`src/rtl/vx_warp_ibuffer.sv`:
```
// vx_warp_ibuffer: per-warp instruction FIFOs between the uop sequencer and issue.
// One push per cycle into the FIFO selected by in_wid; one pop per cycle from the
// round-robin winner among non-empty warps. Order within a warp is preserved.
// A flush empties one warp at the next edge and hides it from arbitration that cycle.
// Optional feature macro: IBUF_BYPASS_EN -- when every FIFO is empty, the incoming
// instruction is presented to issue in the same cycle (zero-latency path).
module vx_warp_ibuffer #(
    parameter int NUM_WARPS = 4,
    parameter int DEPTH     = 4,
    parameter int DATAW     = 128,
    localparam int WID_W    = $clog2(NUM_WARPS)
) (
    input  logic                 clk,
    input  logic                 reset,
    input  logic                 in_valid,
    output logic                 in_ready,
    input  logic [WID_W-1:0]     in_wid,
    input  logic [DATAW-1:0]     in_data,
    output logic                 out_valid,
    input  logic                 out_ready,
    output logic [WID_W-1:0]     out_wid,
    output logic [DATAW-1:0]     out_data,
    input  logic                 flush_valid,
    input  logic [WID_W-1:0]     flush_wid,
    output logic [NUM_WARPS-1:0] warp_empty
);

    localparam int PTR_W = $clog2(DEPTH);
    localparam int CNT_W = PTR_W + 1;

    logic [DATAW-1:0]     mem_q    [NUM_WARPS][DEPTH];
    logic [PTR_W-1:0]     rd_ptr_q [NUM_WARPS];
    logic [PTR_W-1:0]     rd_ptr_d [NUM_WARPS];
    logic [PTR_W-1:0]     wr_ptr_q [NUM_WARPS];
    logic [PTR_W-1:0]     wr_ptr_d [NUM_WARPS];
    logic [CNT_W-1:0]     cnt_q    [NUM_WARPS];
    logic [CNT_W-1:0]     cnt_d    [NUM_WARPS];
    logic [WID_W-1:0]     rr_q;
    logic [WID_W-1:0]     rr_d;

    logic [NUM_WARPS-1:0] elig_s;
    logic [NUM_WARPS-1:0] push_hit_s;
    logic [NUM_WARPS-1:0] pop_hit_s;
    logic                 found_s;
    logic [WID_W-1:0]     win_s;
    logic [WID_W-1:0]     idx_s;
    logic                 all_empty_s;
    logic                 in_flushed_s;
    logic                 byp_s;
    logic                 byp_take_s;
    logic                 push_s;
    logic                 pop_s;

    // Round-robin search for the first non-empty, non-flushed warp starting at rr_q.
    always_comb begin
        elig_s  = '0;
        found_s = 1'b0;
        win_s   = rr_q;
        idx_s   = rr_q;
        for (int w = 0; w < NUM_WARPS; w++) begin
            warp_empty[w] = (cnt_q[w] == CNT_W'(0));
            elig_s[w]     = (cnt_q[w] != CNT_W'(0)) && !(flush_valid && (flush_wid == WID_W'(w)));
        end
        all_empty_s = (warp_empty == {NUM_WARPS{1'b1}});
        for (int i = 0; i < NUM_WARPS; i++) begin
            // NUM_WARPS is a power of two, so the WID_W-bit sum wraps modulo NUM_WARPS.
            idx_s = rr_q + WID_W'(i);
            if (!found_s && elig_s[idx_s]) begin
                found_s = 1'b1;
                win_s   = idx_s;
            end else begin
                found_s = found_s;
            end
        end
    end

    // Handshakes, output selection and the optional empty-buffer bypass.
    always_comb begin
        in_flushed_s = flush_valid && (flush_wid == in_wid);
        in_ready     = (cnt_q[in_wid] != CNT_W'(DEPTH)) && !in_flushed_s;
`ifdef IBUF_BYPASS_EN
        byp_s        = all_empty_s && in_valid && !in_flushed_s;
`else
        byp_s        = 1'b0;
`endif
        if (byp_s) begin
            out_valid = 1'b1;
            out_wid   = in_wid;
            out_data  = in_data;
        end else begin
            out_valid = found_s;
            out_wid   = win_s;
            out_data  = mem_q[win_s][rd_ptr_q[win_s]];
        end
        byp_take_s = byp_s && out_ready;
        pop_s      = found_s && out_ready && !byp_s;
        push_s     = in_valid && in_ready && !byp_take_s;
    end

    // Next-state pointers, counts and arbitration pointer.
    always_comb begin
        if (pop_s) begin
            rr_d = win_s + WID_W'(1);
        end else if (byp_take_s) begin
            rr_d = in_wid + WID_W'(1);
        end else begin
            rr_d = rr_q;
        end
        for (int w = 0; w < NUM_WARPS; w++) begin
            push_hit_s[w] = push_s && (in_wid == WID_W'(w));
            pop_hit_s[w]  = pop_s && (win_s == WID_W'(w));
            rd_ptr_d[w]   = rd_ptr_q[w];
            wr_ptr_d[w]   = wr_ptr_q[w];
            cnt_d[w]      = cnt_q[w];
            if (flush_valid && (flush_wid == WID_W'(w))) begin
                rd_ptr_d[w] = PTR_W'(0);
                wr_ptr_d[w] = PTR_W'(0);
                cnt_d[w]    = CNT_W'(0);
            end else begin
                if (push_hit_s[w]) begin
                    wr_ptr_d[w] = wr_ptr_q[w] + PTR_W'(1);
                end else begin
                    wr_ptr_d[w] = wr_ptr_q[w];
                end
                if (pop_hit_s[w]) begin
                    rd_ptr_d[w] = rd_ptr_q[w] + PTR_W'(1);
                end else begin
                    rd_ptr_d[w] = rd_ptr_q[w];
                end
                case ({push_hit_s[w], pop_hit_s[w]})
                    2'b10:   cnt_d[w] = cnt_q[w] + CNT_W'(1);
                    2'b01:   cnt_d[w] = cnt_q[w] - CNT_W'(1);
                    default: cnt_d[w] = cnt_q[w];
                endcase
            end
        end
    end

    // Control state registers with synchronous reset.
    always_ff @(posedge clk) begin
        if (reset) begin
            rr_q <= WID_W'(0);
            for (int w = 0; w < NUM_WARPS; w++) begin
                rd_ptr_q[w] <= PTR_W'(0);
                wr_ptr_q[w] <= PTR_W'(0);
                cnt_q[w]    <= CNT_W'(0);
            end
        end else begin
            rr_q <= rr_d;
            for (int w = 0; w < NUM_WARPS; w++) begin
                rd_ptr_q[w] <= rd_ptr_d[w];
                wr_ptr_q[w] <= wr_ptr_d[w];
                cnt_q[w]    <= cnt_d[w];
            end
        end
    end

    // Payload storage; contents are only meaningful below each warp's count.
    always_ff @(posedge clk) begin
        if (push_s && !reset) begin
            mem_q[in_wid][wr_ptr_q[in_wid]] <= in_data;
        end
    end

endmodule

```
`config.mk`:
```
export PLATFORM = sky130hd
export DESIGN_NAME = vx_warp_ibuffer
export DESIGN_NICKNAME = d
export VERILOG_FILES = /design/src/rtl/vx_warp_ibuffer.sv
export SDC_FILE = /design/constraint.sdc
export NUM_CORES = 2
export LEC_CHECK = 0
export BUFFER_PORTS_ARGS = -buffer_cell sky130_fd_sc_hd__buf_2
export CAP_MARGIN = 25
export CELL_PAD_IN_SITES_DETAIL_PLACEMENT = 0
export CELL_PAD_IN_SITES_GLOBAL_PLACEMENT = 2
export CORE_MARGIN = 5
export CORE_UTILIZATION = 41
export CTS_CLUSTER_SIZE = 10
export DETAILED_ROUTE_END_ITERATION = 10
export PLACE_DENSITY_LB_ADDON = 0.1
export SYNTH_ARGS = -nofsm -noshare
export SYNTH_HDL_FRONTEND = slang
export SYNTH_SLANG_ARGS = --single-unit
```
`constraint.sdc`:
```
create_clock -name clk -period 9.9 [get_ports clk]
set_clock_uncertainty 0.2 [all_clocks]
set_input_delay 1.98 -clock clk [delete_from_list [all_inputs] [get_ports clk]]
set_output_delay 1.98 -clock clk [all_outputs]
set_load 0.01 [all_outputs]
```
# == Word level (Yosys, flattened, before mapping) ==
# Memories as Yosys holds them, arrays and structs flattened.
# Cells that the tools add are included.
# word_totals
register_bits,2
mem_bits_rw,2076
inputBits,137
output_inout_bits,136
wordCells,171
memories,4
# mem_list
memory,words,word_bits,rd,rd_ports_with_merged_regs,wr,line,text
mem_q,4,512,1,0,1,31,logic [DATAW-1:0] mem_q [NUM_WARPS][DEPTH];
cnt_q,4,3,5,0,4,36,logic [CNT_W-1:0] cnt_q [NUM_WARPS];
rd_ptr_q,4,2,5,0,4,32,logic [PTR_W-1:0] rd_ptr_q [NUM_WARPS];
wr_ptr_q,4,2,5,0,4,34,logic [PTR_W-1:0] wr_ptr_q [NUM_WARPS];
# op_classes
add_sub_neg,20
magnitude_cmp,7
eq_ne,19
n_mux,61
bitwise,14
n_reduce_logical,45
# op_table
operator,n
$mux 512,1
$mux 128,3
$bmux 128 s2,1
$demux 128 s2,1
$mux 2,27
$logic_and 1x1->1,25
$mux 3,8
$pmux 3 s2,4
$add 2x1->2 const B,10
$eq 2x2->1 const B,10
$eq 2x1->1 const B,7
$add 3x1->3 const B,4
$logic_not 3->1,4
$lt 2x3->1 const B,4
$mux 1,12
$or 1x1->1,12
$reduce_bool 3->1,4
$sub 3x1->3 const B,4
$logic_not 1->1,9
$bmux 1 s2,4
$ge 3x3->1 const B,2
$logic_not 2->1,3
$not 2->3,2
$add 2x2->2 const B,2
other kinds (3),3

# == Depth between registers and ports, before layout ==
# logic_depth
ltp_word,22
depth_mapped,14
depth_no_buf,12

# == Worst setup path after synthesis ==
# OpenSTA, ideal clock, no wires.
# synth_path
kind,input to register
startpoint,input port in_wid[1]
endpoint,memory mem_q[0][384] (netlist bit) (enable)
setup_time_ns,0.617
arrival_ns,8.781
required_ns,9.083
path_slack_ns,0.302
path_stages,7
path_buffers,1
path_cell_list,clkbuf_1 > nand2b_1 > a31oi_1 > nor4_1 > or3_1 > or3_1 > nor2_1
# synth_between
elab_chain_len,8
word_cells_on_any_way,17
classes_between,2 x order compare; 2 x eq/ne; 4 x mux; 1 x bitwise; 6 x reduce/logical; 2 x memory
# synth_rtl
item,line,text
from (decl),17,"input logic [WID_W-1:0] in_wid,"
"parallel branches: the longest is 8 deep, another holds $ge 3x3->1",-,
to (decl),31,
# Parallel ways; which one is timed is not known.

# == Final worst setup path ==
# layout_path
startpoint,input port flush_wid[1]
endpoint,output port out_data[110]
# layout_between
elab_chain_len,21
word_cells_on_any_way,42
classes_between,3 x eq/ne; 17 x mux; 1 x bitwise; 19 x reduce/logical; 2 x memory
# layout_rtl
item,line,text
from (decl),24,"input logic [WID_W-1:0] flush_wid,"
$eq 2x1->1 (tied with other cells),62,elig_s[w] = (cnt_q[w] != CNT_W'(0)) && !(flush_valid && (flush_wid == WID_W'(w)));
$logic_and 1x1->1,62,
$logic_not 1->1,62,
$logic_and 1x1->1,62,
$bmux 1 s2,68,if (!found_s && elig_s[idx_s]) begin
$mux 1 (not written as such),68,
$mux 1,68,
$logic_not 1->1,68,
[... 4 more ...],-,
$mux 1,68,
$logic_not 1->1,68,
$logic_and 1x1->1,68,
$mux 2 (*),68,
$mem_v2 4x2,-,
$not 2->3 (not written as such),93,out_data = mem_q[win_s][rd_ptr_q[win_s]];
$bmux 128 s2 (*),93,
$mux 128 (not written as such) (*) (2 in series),93,
to (decl),22,"output logic [DATAW-1:0] out_data,"
# Mark *: on every way between the ends. The rest lies on a longest branch, timed or not. The select of a mux whose other input is x is not followed.

==> reports/qor.csv <==
metric,value,unit
pin count of the biggest net entering global routing,212,
Total GRT Usage,21.1,%
Synth Flop Type,edfxtp_1,
Compound-Gate Fraction of Synth Area,11.2,%
Critical Path Sink Type,output port,
Die Width,456,um
Initial Utilization,41.3,%
fin nets,5961,
Tmin final,8.40,ns
area delta synth->final,12.9,%
VDD IR max,0.272,mV
Placed Cells,8223,
final setup fails,0,
vias in the first global route,47300,
final wirelength,225000,um
reg2reg setup slack,5.43,ns
fill cell count,17300,
TritonCTS Buffers,231,
hpwl dp,104000,um
Fin. Hold Viols,0,
root buf cell,clkbuf_16,
H-tree depth,4,
clk buf depth,3,
"Hold-fix buffers, CTS",0,
Slew HR,20.6,%
Finished Layout Cells,8538,
max-cap violations,0,
Crit Path Max Fanout,202,
Adder-Cell Fraction of Synth Area,0.159,%
"area leader, netlist",edfxtp_1,
CTS tree,done,
"commonest cells after routing, fill and taps aside","edfxtp_1 (2048), a21oi_1 (1039), nand2_1 (1038)",
setup TNS,0,ns
Yosys reg bits,2078,
wire per inst,26.3,um
Startpoint Class,primary input,
sequential area share after synthesis,76.1,%
syn avg cell area,14.6,um^2
synth top area cells,"edfxtp_1 (75%), a21oi_1 (6.4%), nand2_1 (4.8%)",
Pwr Density,259,mW/mm^2
CP Data Required Time,7.72,ns
global-route wire length before repair,329000,um
post-synthesis mux area share,4.76,%
Detail Route Antenna Nets,0,
post-synthesis simple-gate area fraction,5.41,%
Resize count post-CTS,0,
IO Port Bufs,272,
clk slew on worst S/H paths,0.05,ns
post-CTS setup buffers,0,
Yosys warnings,0,
final period utilization,84.8,%
die footprint,0.208,mm^2
Synth top area share,75.3,%
Post-Synthesis Cells,5611,
Crit Path Category,primary input to output port,
GPL Wtd Cong,0.712,
vias per cell,5.56,
die height,456,um
worst-margin pin slew,1.19,ns
io pins,273,
Placement Rows,163,
"Async S/R FF share, synth",0,%
remaining global-route overflow,0,
"commonest non-fill, non-tap cell in the layout",edfxtp_1,
largest family of logic cells by synthesized area,compound AO/OA/AOI/OAI gates,
Pleak,0.0320,uW
clk sinks,2078,
status,completed,
via count,47500,
core area,0.198,mm^2
worst hold path class,flip-flop to flip-flop,
share of cells above drive strength 1,11.0,%
Synth Cell Area,0.0816,mm^2
initial antenna violation count,45,
Highest Clock Rate,0.119,GHz
Mapped Nets,5756,
Post-Synth XOR/XNOR Area,0.279,%
Synth cell types,42,
"Slew Viols, Final",0,
worst skew pair latency,0.85,ns
Pre-antenna DRT Iters,6,
RSZ-0062 raised after global routing,false,
critical path arrival,6.22,ns
DRT iter0 DRCs,3299,
DRC viols,0,
"EDFF count, synth",2048,
-- path summary, 6_finish.rpt --
path / depth (start not counted) / startpoint / endpoint
worst max-delay path: 13 / flush_wid[1] / out_data[110]
worst min-delay path: 2 / cnt_q[1][1]$_SDFFE_PP0P_ / cnt_q[1][1]$_SDFFE_PP0P_
worst max register to register: 13 / cnt_q[3][2]$_SDFFE_PP0P_ / cnt_q[2][2]$_SDFFE_PP0P_
worst min register to register: 2 / cnt_q[1][1]$_SDFFE_PP0P_ / cnt_q[1][1]$_SDFFE_PP0P_
-- metal layers --
layer | vias to the layer above | global-route usage [%] | part of all wire, %
met5 | - | 0 | 0.021
met4 | 8 | 6.30 | 2.6
met3 | 346 | 3.23 | 4.1
met2 | 1050 | 35.9 | 49
met1 | 24400 | 28.1 | 44
li1 | 21700 | - | -
-- kinds of logic (layout without fill, tap and decap cells) --
group,Yosys count,in the layout
AO/OA/AOI/OAI,1567,1567
XOR/XNOR,26,26
adder cells (fa/ha/maj),8,8
buffers and inverters,404,670
flip-flops,2078,2078
multiplexers,386,386
other,0,21
AND/OR/NAND/NOR,1142,1142
-- report_power, final --
group          switching [uW]  total, uW  internal (uW)  leakage (uW)
Sequential               16.8       9730           9720        0.0187
Combinational            4500       6740           2240        0.0102
Clock                    3210       7430           4230       0.00304
Total                    7720      23900          16200        0.0320
-- final cells by class --
| type | count | area, um^2 | share of cell area, % |
|---|---|---|---|
| multi-input combinational | 3129 | 18000 | 19.5 |
| clock buffer | 272 | 6070 | 6.59 |
| antenna | 21 | 52.6 | 0.0570 |
| inverter | 14 | 67.6 | 0.0733 |
| sequential | 2078 | 62100 | 67.4 |
| tap | 2640 | 3300 | 3.58 |
| clock inverter | 22 | 159 | 0.172 |
| timing repair buffer | 362 | 2460 | 2.67 |
-- sequential cells by signal (all words and copies together), names as in the netlist --
register / flops
rd_ptr_q: 8
mem_q: 2048
wr_ptr_q: 8
cnt_q: 12
rr_q: 2
-- metrics by stage --
step	hold WS [ns]	area, um^2	total power (uW)	setup slack [ns]	utilization [%]
finish	0.311	92200	23900	1.50	46.6
global route	0.338	92100	25200	1.06	46.6
CTS	0.318	92100	24300	1.45	46.6
detailed placement	0.299	85900	16800	1.46	43.5
global placement	0.290	85800	16800	1.44	43.4
floorplan	0.272	81600	14500	0.302	-
-- cells in the mapped netlist (all sizes together), types with 2 or more instances --
| library cell | number |
|---|---|
| edfxtp | 2048 |
| a21oi | 1039 |
| nand2 | 1038 |
| a22oi | 513 |
| mux2i | 384 |
| clkbuf | 205 |
| buf | 185 |
| nor2 | 54 |
| dfxtp | 30 |
| xor2 | 20 |
| inv | 14 |
| nor3 | 11 |
| or3 | 9 |
| nand3 | 7 |
| o21ai | 7 |
| or2 | 6 |
| xnor2 | 6 |
| a31oi | 4 |
| fa | 4 |
| ha | 4 |
| nand2b | 4 |
| nand4b | 3 |
| mux4 | 2 |
| nand3b | 2 |
| nand4 | 2 |
-- critical path, cell delays in order --
cell	delay, ns
buf_2	0.13
nor3b_1	0.35
nor3_1	0.11
a211oi_2	0.31
o21ai_4	0.12
inv_8	0.36
buf_12	0.75
buf_4	0.85
a21oi_1	0.16
a22oi_1	0.23
mux2i_1	0.12
mux2i_1	0.33
buf_2	0.21
Note: power is estimated with default switching activity, not from simulation.
